**config.mk**
```make
export PLATFORM = sky130hd
export DESIGN_NAME = i2c_slave
export DESIGN_NICKNAME = d
export VERILOG_FILES = /design/src/rtl/i2c_slave.sv
export SDC_FILE = /design/constraint.sdc
export NUM_CORES = 1
export LEC_CHECK = 0
export ABC_AREA = 1
export ABC_CLOCK_PERIOD_IN_PS = 2900
export CAP_MARGIN = 20
export CORE_MARGIN = 2
export CORE_UTILIZATION = 39
export CTS_CLUSTER_DIAMETER = 150
export DETAILED_ROUTE_END_ITERATION = 12
export HOLD_SLACK_MARGIN = 0.12
export PLACE_DENSITY = 0.69
export REMOVE_ABC_BUFFERS = 1
export SLEW_MARGIN = 10
export SYNTH_ARGS = -nofsm -noshare
export SYNTH_HDL_FRONTEND = slang
export SYNTH_SLANG_ARGS = --single-unit
```
**constraint.sdc**
```tcl
create_clock -name clk -period 2.9 [get_ports clk]
set_clock_uncertainty 0.05 [all_clocks]
set_input_delay 0.58 -clock clk [delete_from_list [all_inputs] [get_ports clk]]
set_output_delay 0.58 -clock clk [all_outputs]
set_load 0.1 [all_outputs]
```
**src/rtl/i2c_slave.sv**
```systemverilog
// I2C target (slave) with a 7-bit address: receives written bytes, serves read bytes
// from tx_data, never stretches SCL and only ever pulls SDA low.
`timescale 1ns/1ps
module i2c_slave #(
    parameter logic [6:0] SLAVE_ADDR  = 7'h58,
    parameter int         SYNC_STAGES = 2
) (
    input  logic       clk,
    input  logic       reset,
    input  logic       scl,
    input  logic       sda_in,
    output logic       sda_oe,
    output logic [7:0] rx_data,
    output logic       rx_valid,
    input  logic [7:0] tx_data,
    output logic       tx_load,
    output logic       start_det,
    output logic       stop_det,
    output logic       busy
);

    localparam int STAGES = (SYNC_STAGES < 2) ? 2 : SYNC_STAGES;

    typedef enum logic [2:0] {
        ST_IDLE,
        ST_ADDR,
        ST_ADDR_ACK,
        ST_RX,
        ST_RX_ACK,
        ST_TX,
        ST_TX_ACK,
        ST_WAIT
    } state_t;

    logic [STAGES-1:0] scl_sync_r;
    logic [STAGES-1:0] sda_sync_r;
    logic              scl_hist_r;
    logic              sda_hist_r;

    logic              scl_now_s;
    logic              sda_now_s;
    logic              scl_rise_s;
    logic              scl_fall_s;
    logic              start_s;
    logic              stop_s;

    state_t            state_r;
    logic [3:0]        bit_cnt_r;
    logic [6:0]        shift_r;
    logic [7:0]        tx_shift_r;
    logic              match_r;
    logic              rw_r;

    // Bring the asynchronous bus lines into the clk domain and keep one cycle of history.
    always_ff @(posedge clk) begin
        if (reset) begin
            scl_sync_r <= '1;
            sda_sync_r <= '1;
            scl_hist_r <= 1'b1;
            sda_hist_r <= 1'b1;
        end else begin
            scl_sync_r <= {scl_sync_r[STAGES-2:0], scl};
            sda_sync_r <= {sda_sync_r[STAGES-2:0], sda_in};
            scl_hist_r <= scl_sync_r[STAGES-1];
            sda_hist_r <= sda_sync_r[STAGES-1];
        end
    end

    assign scl_now_s  = scl_sync_r[STAGES-1];
    assign sda_now_s  = sda_sync_r[STAGES-1];
    assign scl_rise_s = scl_now_s & ~scl_hist_r;
    assign scl_fall_s = ~scl_now_s & scl_hist_r;
    assign start_s    = scl_now_s & scl_hist_r & sda_hist_r & ~sda_now_s;
    assign stop_s     = scl_now_s & scl_hist_r & ~sda_hist_r & sda_now_s;

    // Protocol state machine; bus conditions override any SCL edge seen in the same cycle.
    always_ff @(posedge clk) begin
        if (reset) begin
            state_r    <= ST_IDLE;
            bit_cnt_r  <= 4'd0;
            shift_r    <= 7'd0;
            tx_shift_r <= 8'd0;
            match_r    <= 1'b0;
            rw_r       <= 1'b0;
            sda_oe     <= 1'b0;
            rx_data    <= 8'h00;
            rx_valid   <= 1'b0;
            tx_load    <= 1'b0;
            start_det  <= 1'b0;
            stop_det   <= 1'b0;
            busy       <= 1'b0;
        end else begin
            rx_valid  <= 1'b0;
            tx_load   <= 1'b0;
            start_det <= 1'b0;
            stop_det  <= 1'b0;
            if (start_s) begin
                state_r   <= ST_ADDR;
                bit_cnt_r <= 4'd0;
                sda_oe    <= 1'b0;
                start_det <= 1'b1;
            end else if (stop_s) begin
                state_r   <= ST_IDLE;
                bit_cnt_r <= 4'd0;
                sda_oe    <= 1'b0;
                busy      <= 1'b0;
                stop_det  <= 1'b1;
            end else begin
                case (state_r)
                    ST_IDLE: begin
                        sda_oe <= 1'b0;
                    end
                    ST_ADDR: begin
                        if (scl_rise_s) begin
                            shift_r   <= {shift_r[5:0], sda_now_s};
                            bit_cnt_r <= bit_cnt_r + 4'd1;
                            if (bit_cnt_r == 4'd7) begin
                                match_r <= (shift_r == SLAVE_ADDR);
                                rw_r    <= sda_now_s;
                            end else begin
                                match_r <= match_r;
                            end
                        end else if (scl_fall_s && (bit_cnt_r == 4'd8)) begin
                            if (match_r) begin
                                sda_oe  <= 1'b1;
                                busy    <= 1'b1;
                                state_r <= ST_ADDR_ACK;
                            end else begin
                                sda_oe  <= 1'b0;
                                busy    <= 1'b0;
                                state_r <= ST_WAIT;
                            end
                        end else begin
                            state_r <= ST_ADDR;
                        end
                    end
                    ST_ADDR_ACK: begin
                        if (scl_fall_s) begin
                            if (rw_r) begin
                                // First read byte: capture and put its MSB on the bus right away.
                                tx_load    <= 1'b1;
                                tx_shift_r <= {tx_data[6:0], 1'b0};
                                sda_oe     <= ~tx_data[7];
                                bit_cnt_r  <= 4'd1;
                                state_r    <= ST_TX;
                            end else begin
                                sda_oe    <= 1'b0;
                                bit_cnt_r <= 4'd0;
                                state_r   <= ST_RX;
                            end
                        end else begin
                            state_r <= ST_ADDR_ACK;
                        end
                    end
                    ST_RX: begin
                        if (scl_rise_s) begin
                            shift_r   <= {shift_r[5:0], sda_now_s};
                            bit_cnt_r <= bit_cnt_r + 4'd1;
                            if (bit_cnt_r == 4'd7) begin
                                rx_data  <= {shift_r, sda_now_s};
                                rx_valid <= 1'b1;
                            end else begin
                                rx_valid <= 1'b0;
                            end
                        end else if (scl_fall_s && (bit_cnt_r == 4'd8)) begin
                            sda_oe  <= 1'b1;
                            state_r <= ST_RX_ACK;
                        end else begin
                            state_r <= ST_RX;
                        end
                    end
                    ST_RX_ACK: begin
                        if (scl_fall_s) begin
                            sda_oe    <= 1'b0;
                            bit_cnt_r <= 4'd0;
                            state_r   <= ST_RX;
                        end else begin
                            state_r <= ST_RX_ACK;
                        end
                    end
                    ST_TX: begin
                        if (scl_fall_s) begin
                            if (bit_cnt_r == 4'd8) begin
                                sda_oe  <= 1'b0;
                                state_r <= ST_TX_ACK;
                            end else begin
                                sda_oe     <= ~tx_shift_r[7];
                                tx_shift_r <= {tx_shift_r[6:0], 1'b0};
                                bit_cnt_r  <= bit_cnt_r + 4'd1;
                            end
                        end else begin
                            state_r <= ST_TX;
                        end
                    end
                    ST_TX_ACK: begin
                        if (scl_rise_s) begin
                            if (!sda_now_s) begin
                                // Next byte's MSB goes out on the following falling edge.
                                tx_load    <= 1'b1;
                                tx_shift_r <= tx_data;
                                bit_cnt_r  <= 4'd0;
                                state_r    <= ST_TX;
                            end else begin
                                busy    <= 1'b0;
                                state_r <= ST_WAIT;
                            end
                        end else begin
                            state_r <= ST_TX_ACK;
                        end
                    end
                    ST_WAIT: begin
                        sda_oe <= 1'b0;
                    end
                    default: begin
                        state_r <= ST_IDLE;
                        sda_oe  <= 1'b0;
                        busy    <= 1'b0;
                    end
                endcase
            end
        end
    end

endmodule
```
==> run summary <==
The area share of the leading cell type in the synthesized netlist is 37.5%. The worst setup path is captured at a flip-flop. The flop and latch count out of synthesis is 44.

The number of design rule violations left after detail routing is 0. The worst path in the final design needs a cycle of 1970 ps, including I/O delays and setup. The number of nets in the finished design is 406.

Timing would allow up to 508 MHz. The placeable core region came out at 5890 µm². Hold repair after CTS inserted 0 buffers. The run finished with clean final reports. The biggest area contributor in the post-synthesis netlist is sky130_fd_sc_hd__dfxtp_1. Power spread over the standard cell area amounts to 717 nW/µm².

After global routing the overflow that remains totals 0. After the first detailed-routing iteration, the DRC count stood at 138. The worst hold path class is flip-flop to flip-flop.

The number of nets still failing antenna checks after routing is 0. Input and output buffers added on the ports amount to 25. The H-tree generated during clock tree synthesis spans 2 levels. The synthesized cell area is 2350 µm². The tree is rooted in a sky130_fd_sc_hd__clkbuf_8. The detailed-routing iteration count for the pre-antenna-repair pass is 4.

The reg-to-reg setup timing slack is 930 ps. The peak supply drop came out at 0.400 mV. The number of failing setup endpoints in the final timing report came out at 0. The total of warnings raised by yosys is 0.

The clock transition at the registers of the reported paths came out at 90 ps. The effective utilization at floorplan came out at 39.9%. The final number of hold-violating endpoints is 0. The via count of the first global-routing pass is 2,045. The number of filler instances in the final layout came out at 646. The number of buffers added for setup after CTS is 0. The number of antenna violations at the first check in global routing is 0.

The share of layout cells above drive strength 1 came out at 13.2%. The data arrival time of the critical path is 2130 ps. The setup TNS after final layout is 0 ps. The mean instance size in the synthesized netlist came out at 6.42 µm². The number of top-level design ports came out at 26. The count of vias placed by the detailed router came out at 2,245. The post-layout instance area came out at 2740 µm². Counting the buffers created by CTS gives 5. The startpoint class of the critical path is a flip-flop. Summed over all layers, the routed wires come to 5.39 mm.

The leakage power is 0.00132 µW. The worst setup path is of the flip-flop to flip-flop kind. For the pin with the worst max-slew slack, the measured transition is 663 ps.

TritonCTS built the clock tree. The placement row count came out at 28. Sorting the synthesized cells by area gives the leading types as sky130_fd_sc_hd__dfxtp_1 (38%), sky130_fd_sc_hd__nor2_1 (15%), sky130_fd_sc_hd__nand2_1 (13%). The number of violations of the max-capacitance limit is 0. Before CTS, the worst setup slack after placement is 781 ps.

The commonest cells after synthesis are sky130_fd_sc_hd__nor2_1 (94), sky130_fd_sc_hd__nand2_1 (82), sky130_fd_sc_hd__dfxtp_1 (44). The headroom to the max-slew limit came out at 55.6%. Of all nets on the critical path, the largest fanout is 11. The tree built by TritonCTS fans out to 44 sinks. The largest net degree at the start of global routing is 25. The final period utilization is 67.9%. The all-layer global routing usage is 18.5%. The share of flip-flops with an asynchronous set or reset after synthesis is 0%. The number of flops mapped to enable cells by yosys came out at 0. The dominant register cell in the synthesized netlist is sky130_fd_sc_hd__dfxtp_1.

The sequential element share of the synthesized area came out at 37.5%. The die height is 81.6 µm. The synthesized netlist cell count came out at 366. The worst-case setup margin in the final layout is 931 ps. The first-pass GRT wire length came out at 9.53 mm.

The total placed instance area is 2620 µm². In this run the deepest clock path goes through 2 buffers. The final-report max-slew violation count came out at 0.

The weighted congestion reported at the end of routability-driven placement came out at 0.926. The most instantiated library cell after synthesis is sky130_fd_sc_hd__nor2_1. The sum of net half-perimeters after detailed placement came out at 4.00 mm. The post-synthesis cell type count is 27.

The horizontal die dimension is 81.6 µm. Compared with the post-synthesis result, the final layout area differs by 16.7%. The required time of the worst setup path came out at 3060 ps. The die outline area is 6660 µm². The number of antenna diodes came out at 0.

The post-detailed-route via-to-cell ratio came out at 4.80. The average wire per cell in the routed design came out at 11.5 µm. Setup repair after global routing left no endpoint under its margin. The latest clock arrival within the worst-skew pair is 310 ps. Gates resized during post-CTS repair numbered 0.
worst max-delay path: stages (launching register included):
cell	delay, ps
sky130_fd_sc_hd__dfxtp_1	620
sky130_fd_sc_hd__nand2_1	230
sky130_fd_sc_hd__nor2_1	560
sky130_fd_sc_hd__nor2_1	80
sky130_fd_sc_hd__nor2_1	140
sky130_fd_sc_hd__nand3_1	80
sky130_fd_sc_hd__nand2_1	70
sky130_fd_sc_hd__nor2_1	40
worst paths after layout:
| kind | startpoint | endpoint | depth (start not counted) |
|---|---|---|---|
| setup / recovery | state_r[2]$_SDFFE_PP0P_ | tx_shift_r[6]$_SDFFE_PP0P_ | 7 |
| hold / removal | sda_sync_r[0]$_SDFF_PP1_ | sda_sync_r[1]$_SDFF_PP1_ | 1 |
| setup reg to reg | state_r[2]$_SDFFE_PP0P_ | tx_shift_r[6]$_SDFFE_PP0P_ | 7 |
| hold reg to reg | sda_sync_r[0]$_SDFF_PP1_ | sda_sync_r[1]$_SDFF_PP1_ | 1 |
kinds of logic after synthesis:
| kind of cell | Yosys count | share of synthesized area (%) |
|---|---|---|
| AO/OA/AOI/OAI | 41 | 8.95 |
| adder cells (fa/ha/maj) | 2 | 1.07 |
| buffers and inverters | 50 | 8.95 |
| flip-flops | 44 | 37.5 |
| AND/OR/NAND/NOR | 229 | 43.5 |
cell usage in the layout, fill, tap and decap left out:
cell | Yosys | layout
sky130_fd_sc_hd__nor2_4 | 3 | 3
sky130_fd_sc_hd__clkinv_4 | 0 | 1
sky130_fd_sc_hd__o21ai_0 | 24 | 24
sky130_fd_sc_hd__nand3_1 | 28 | 28
sky130_fd_sc_hd__nor2_2 | 2 | 2
sky130_fd_sc_hd__nor2_1 | 94 | 94
sky130_fd_sc_hd__nand4_1 | 3 | 3
sky130_fd_sc_hd__dfxtp_1 | 44 | 44
sky130_fd_sc_hd__a21oi_1 | 15 | 15
sky130_fd_sc_hd__nand3_4 | 1 | 1
sky130_fd_sc_hd__nand2_4 | 4 | 4
sky130_fd_sc_hd__o21ai_2 | 1 | 1
sky130_fd_sc_hd__nand2_1 | 82 | 82
sky130_fd_sc_hd__nor3_1 | 2 | 2
sky130_fd_sc_hd__o22ai_1 | 1 | 1
sky130_fd_sc_hd__buf_4 | 1 | 15
sky130_fd_sc_hd__clkbuf_8 | 0 | 6
sky130_fd_sc_hd__ha_1 | 2 | 2
sky130_fd_sc_hd__inv_1 | 34 | 34
sky130_fd_sc_hd__nand3_2 | 2 | 2
sky130_fd_sc_hd__inv_2 | 8 | 8
sky130_fd_sc_hd__nor2_8 | 1 | 1
sky130_fd_sc_hd__or2_2 | 4 | 4
sky130_fd_sc_hd__clkdlybuf4s50_1 | 0 | 11
sky130_fd_sc_hd__nand2_2 | 2 | 2
sky130_fd_sc_hd__inv_4 | 1 | 1
sky130_fd_sc_hd__nor4_1 | 1 | 1
sky130_fd_sc_hd__bufinv_16 | 0 | 1
registers in the layout, indices dropped and copies added (netlist names), 2 cells and up:
signal      count
shift_r         7
tx_shift_r      8
state_r         3
rx_data         8
scl_sync_r      2
bit_cnt_r       4
sda_sync_r      2
cell type report:
type	count	area [µm²]	area share (%)
clock buffers	6	82.6	3.01
clock inverters	2	38.8	1.42
inverters	43	164	5.98
multi-input cells	272	1260	45.9
flip-flops and latches	44	881	32.1
well taps	75	93.8	3.42
repair buffers	26	223	8.13
through the flow:
step | total power, µW | hold WS [ps] | std cells | util [%]
final | 1970 | 369 | 468 | 46.6
after global routing | 2130 | 392 | 468 | 46.6
after CTS | 1980 | 373 | 468 | 46.6
after detailed placement | 1480 | 350 | 460 | 44.5
after global placement | 1470 | 343 | 460 | 44.5
after floorplan | 1320 | 339 | 359 | -
where the power goes:
part	switching, µW	internal [µW]	leakage (µW)
combinational	461	234	0.000897
clock	218	282	0.0000614
sequential	80.8	690	0.000358
total	760	1210	0.00132
metal layers:
metal / part of all wire, % / GRT usage, % / routed length, µm / vias to the layer above
li1: - / - / - / 1192
met1: 49 / 25.9 / 2620 / 994
met2: 44 / 28.1 / 2350 / 50
met3: 6.0 / 3.63 / 322 / 9
met4: 1.9 / 6.67 / 102 / 0
met5: 0 / 0 / 0 / -
Power figures use the tool's default switching activity.
==> RTL edit: new RTL, config.mk and constraints unchanged <==
Change the parameter `SYNC_STAGES` from 2 to 4.
--- a/src/rtl/i2c_slave.sv
+++ b/src/rtl/i2c_slave.sv
@@ -3,7 +3,7 @@
 `timescale 1ns/1ps
 module i2c_slave #(
     parameter logic [6:0] SLAVE_ADDR  = 7'h58,
-    parameter int         SYNC_STAGES = 2
+    parameter int         SYNC_STAGES = 4
 ) (
     input  logic       clk,
     input  logic       reset,
Function: changed (Yosys sat finds a counterexample within 4 cycles, from zero or initial values and one cycle with reset high).
==> RTL edit against the original RTL <==
  * Sequential cell count is 4 higher
  * Total power is 21% higher
  * Wire length is 4.2% higher
  * Maximum frequency is 6.7% higher
  * Synthesized area is 6.1% higher
  * Cell count is 0.85% higher
  * Sequential share of layout area is 1.0 points higher
  * Count of clock-buffer cells in the layout is 1 lower
  * Cell area is 5.7% higher
  * Global-route usage is 1.8 points lower
  * Worst setup slack better by 120 ps
  * Combinational power is 37% higher
  * Largest cell class unchanged
==> RTL edit: results (changes against the original RTL) <==
Routed len/inst: 11.9 µm (was 11.5 µm)
Status: completed (unchanged)
Aggregate global-route resource usage: 0.167 (was 0.185)
Setup WS post-layout: 1050 ps (was 931 ps)
Fillers: 639 (was 646)
Cell Area, Placed: 2760 µm² (was 2620 µm²)
Worst Reg2Reg Path Length in Cells: 9 (was 7)
Site Rows: 29 (was 28)
Number of I/O port buffers: 25 (unchanged)
First-pass GRT wire length: 9720 µm (was 9530 µm)
DP HPWL: 4170 µm (was 4000 µm)
Critical Path Start: bit_cnt_r[0]$_SDFFE_PP0P_ (was state_r[2]$_SDFFE_PP0P_)
# diodes: 0 (unchanged)
CP arrival: 2000 ps (was 2130 ps)
CP max FO: 6 (was 11)
Critical Path Sink: state_r[1]$_SDFFE_PP0P_ (was tx_shift_r[6]$_SDFFE_PP0P_)
Fraction of layout cells with a size suffix above 1: 0.152 (was 0.132)
Vias in the first global route: 2,121 (was 2,045)
Pre-CTS setup slack: 759 ps (was 781 ps)
Measured slew at the worst slew-check pin: 506 ps (was 663 ps)
Max Root-Sink Buffers: 2 (unchanged)
Placed insts: 464 (was 460)
Total CTS buffers: 5 (unchanged)
Ranking of synthesized cells by area: dfxtp_1 39%, nand2_1 13%, nor2_1 11% (was dfxtp_1 38%, nor2_1 15%, nand2_1 13%)
Finished Layout Cells: 472 (was 468)
Post-Syn Instances: 368 (was 366)
Hold WS: 365 ps (was 369 ps)
Nets: 408 (was 406)
Commonest cells in the synthesized netlist: 86 x nand2_1, 71 x nor2_1, 48 x dfxtp_1 (was 94 x nor2_1, 82 x nand2_1, 44 x dfxtp_1)
LEAKAGE: 1.38 nW (was 1.32 nW)
Htree depth: 2 (unchanged)
Post-CTS Resized: 0 (unchanged)
Worst Hold Path Cells: 1 (unchanged)
Fraction of registers with async set/reset: 0 (unchanged)
Sequential share of the synthesized area: 0.386 (was 0.375)
Largest net degree at the start of global routing: 20 (was 25)
Vias: 2,299 (was 2,245)
Yosys cell types: 31 (was 27)
GP Congestion: 0.920 (was 0.926)
Critical hold path startpoint: scl_sync_r[2]$_SDFF_PP1_ (was sda_sync_r[0]$_SDFF_PP1_)
Max VDD drop: 0.400 mV (about the same)
Hold EP: scl_sync_r[3]$_SDFF_PP1_ (was sda_sync_r[1]$_SDFF_PP1_)
Clock root buffer: clkbuf_8 (unchanged)
1st-iter DRT viols: 115 (was 138)
-- RTL edit: changes by cell type after synthesis, sizes merged, moves of 4 or more --
cell,before,now
nor2,100,79
nand2,88,94
dfxtp,44,48
inv,43,38
or2,4,8
nand3,31,35
a21oi,15,24
-- RTL edit: layer usage --
| layer | vias up | global-route usage | share of wire | wire [µm] |
|---|---|---|---|---|
| li1 | 1214 | - | - | - |
| met1 | 1028 | 0.220 | 0.47 | 2630 |
| met2 | 48 | 0.281 | 0.47 | 2660 |
| met3 | 9 | 0.0297 | 0.047 | 262 |
| met4 | 0 | 0.0440 | 0.013 | 72 |
| met5 | - | 0 | 0 | 0 |
-- RTL edit: area by class of cell --
class                      instances  area [µm²]  area share
multi-input combinational        274        1330       0.458
sequential                        48         961       0.332
clock inverter                     3        68.8      0.0238
clock buffer                       5        68.8      0.0238
timing repair buffer              27         230      0.0795
inverter                          38         145      0.0501
tap                               77        96.3      0.0333
-- RTL edit: kinds of logic (layout without fill, tap and decap cells) --
| logic type | Yosys count | count (layout) | synth area share |
|---|---|---|---|
| AO/OA/AOI/OAI | 50 | 50 | 0.103 |
| adder cells (fa/ha/maj) | 2 | 2 | 0.0100 |
| AND/OR/NAND/NOR | 222 | 222 | 0.419 |
| buffers and inverters | 46 | 73 | 0.0824 |
| flip-flops | 48 | 48 | 0.386 |
-- RTL edit: power breakdown --
group          internal [mW]  switching, mW  total [mW]
combinational          0.320          0.630       0.950
sequential             0.751         0.0957       0.847
clock                  0.347          0.237       0.585
-- RTL edit: worst max-delay path: stages, from the launching register on --
cell and delay, ps:
dfxtp_1 360, inv_1 70, ha_1 160, nand2_1 60, nor2_1 300, nand2_1 200, a21oi_1 240, nand3_1 150
nor2_1 110, nor2_1 40
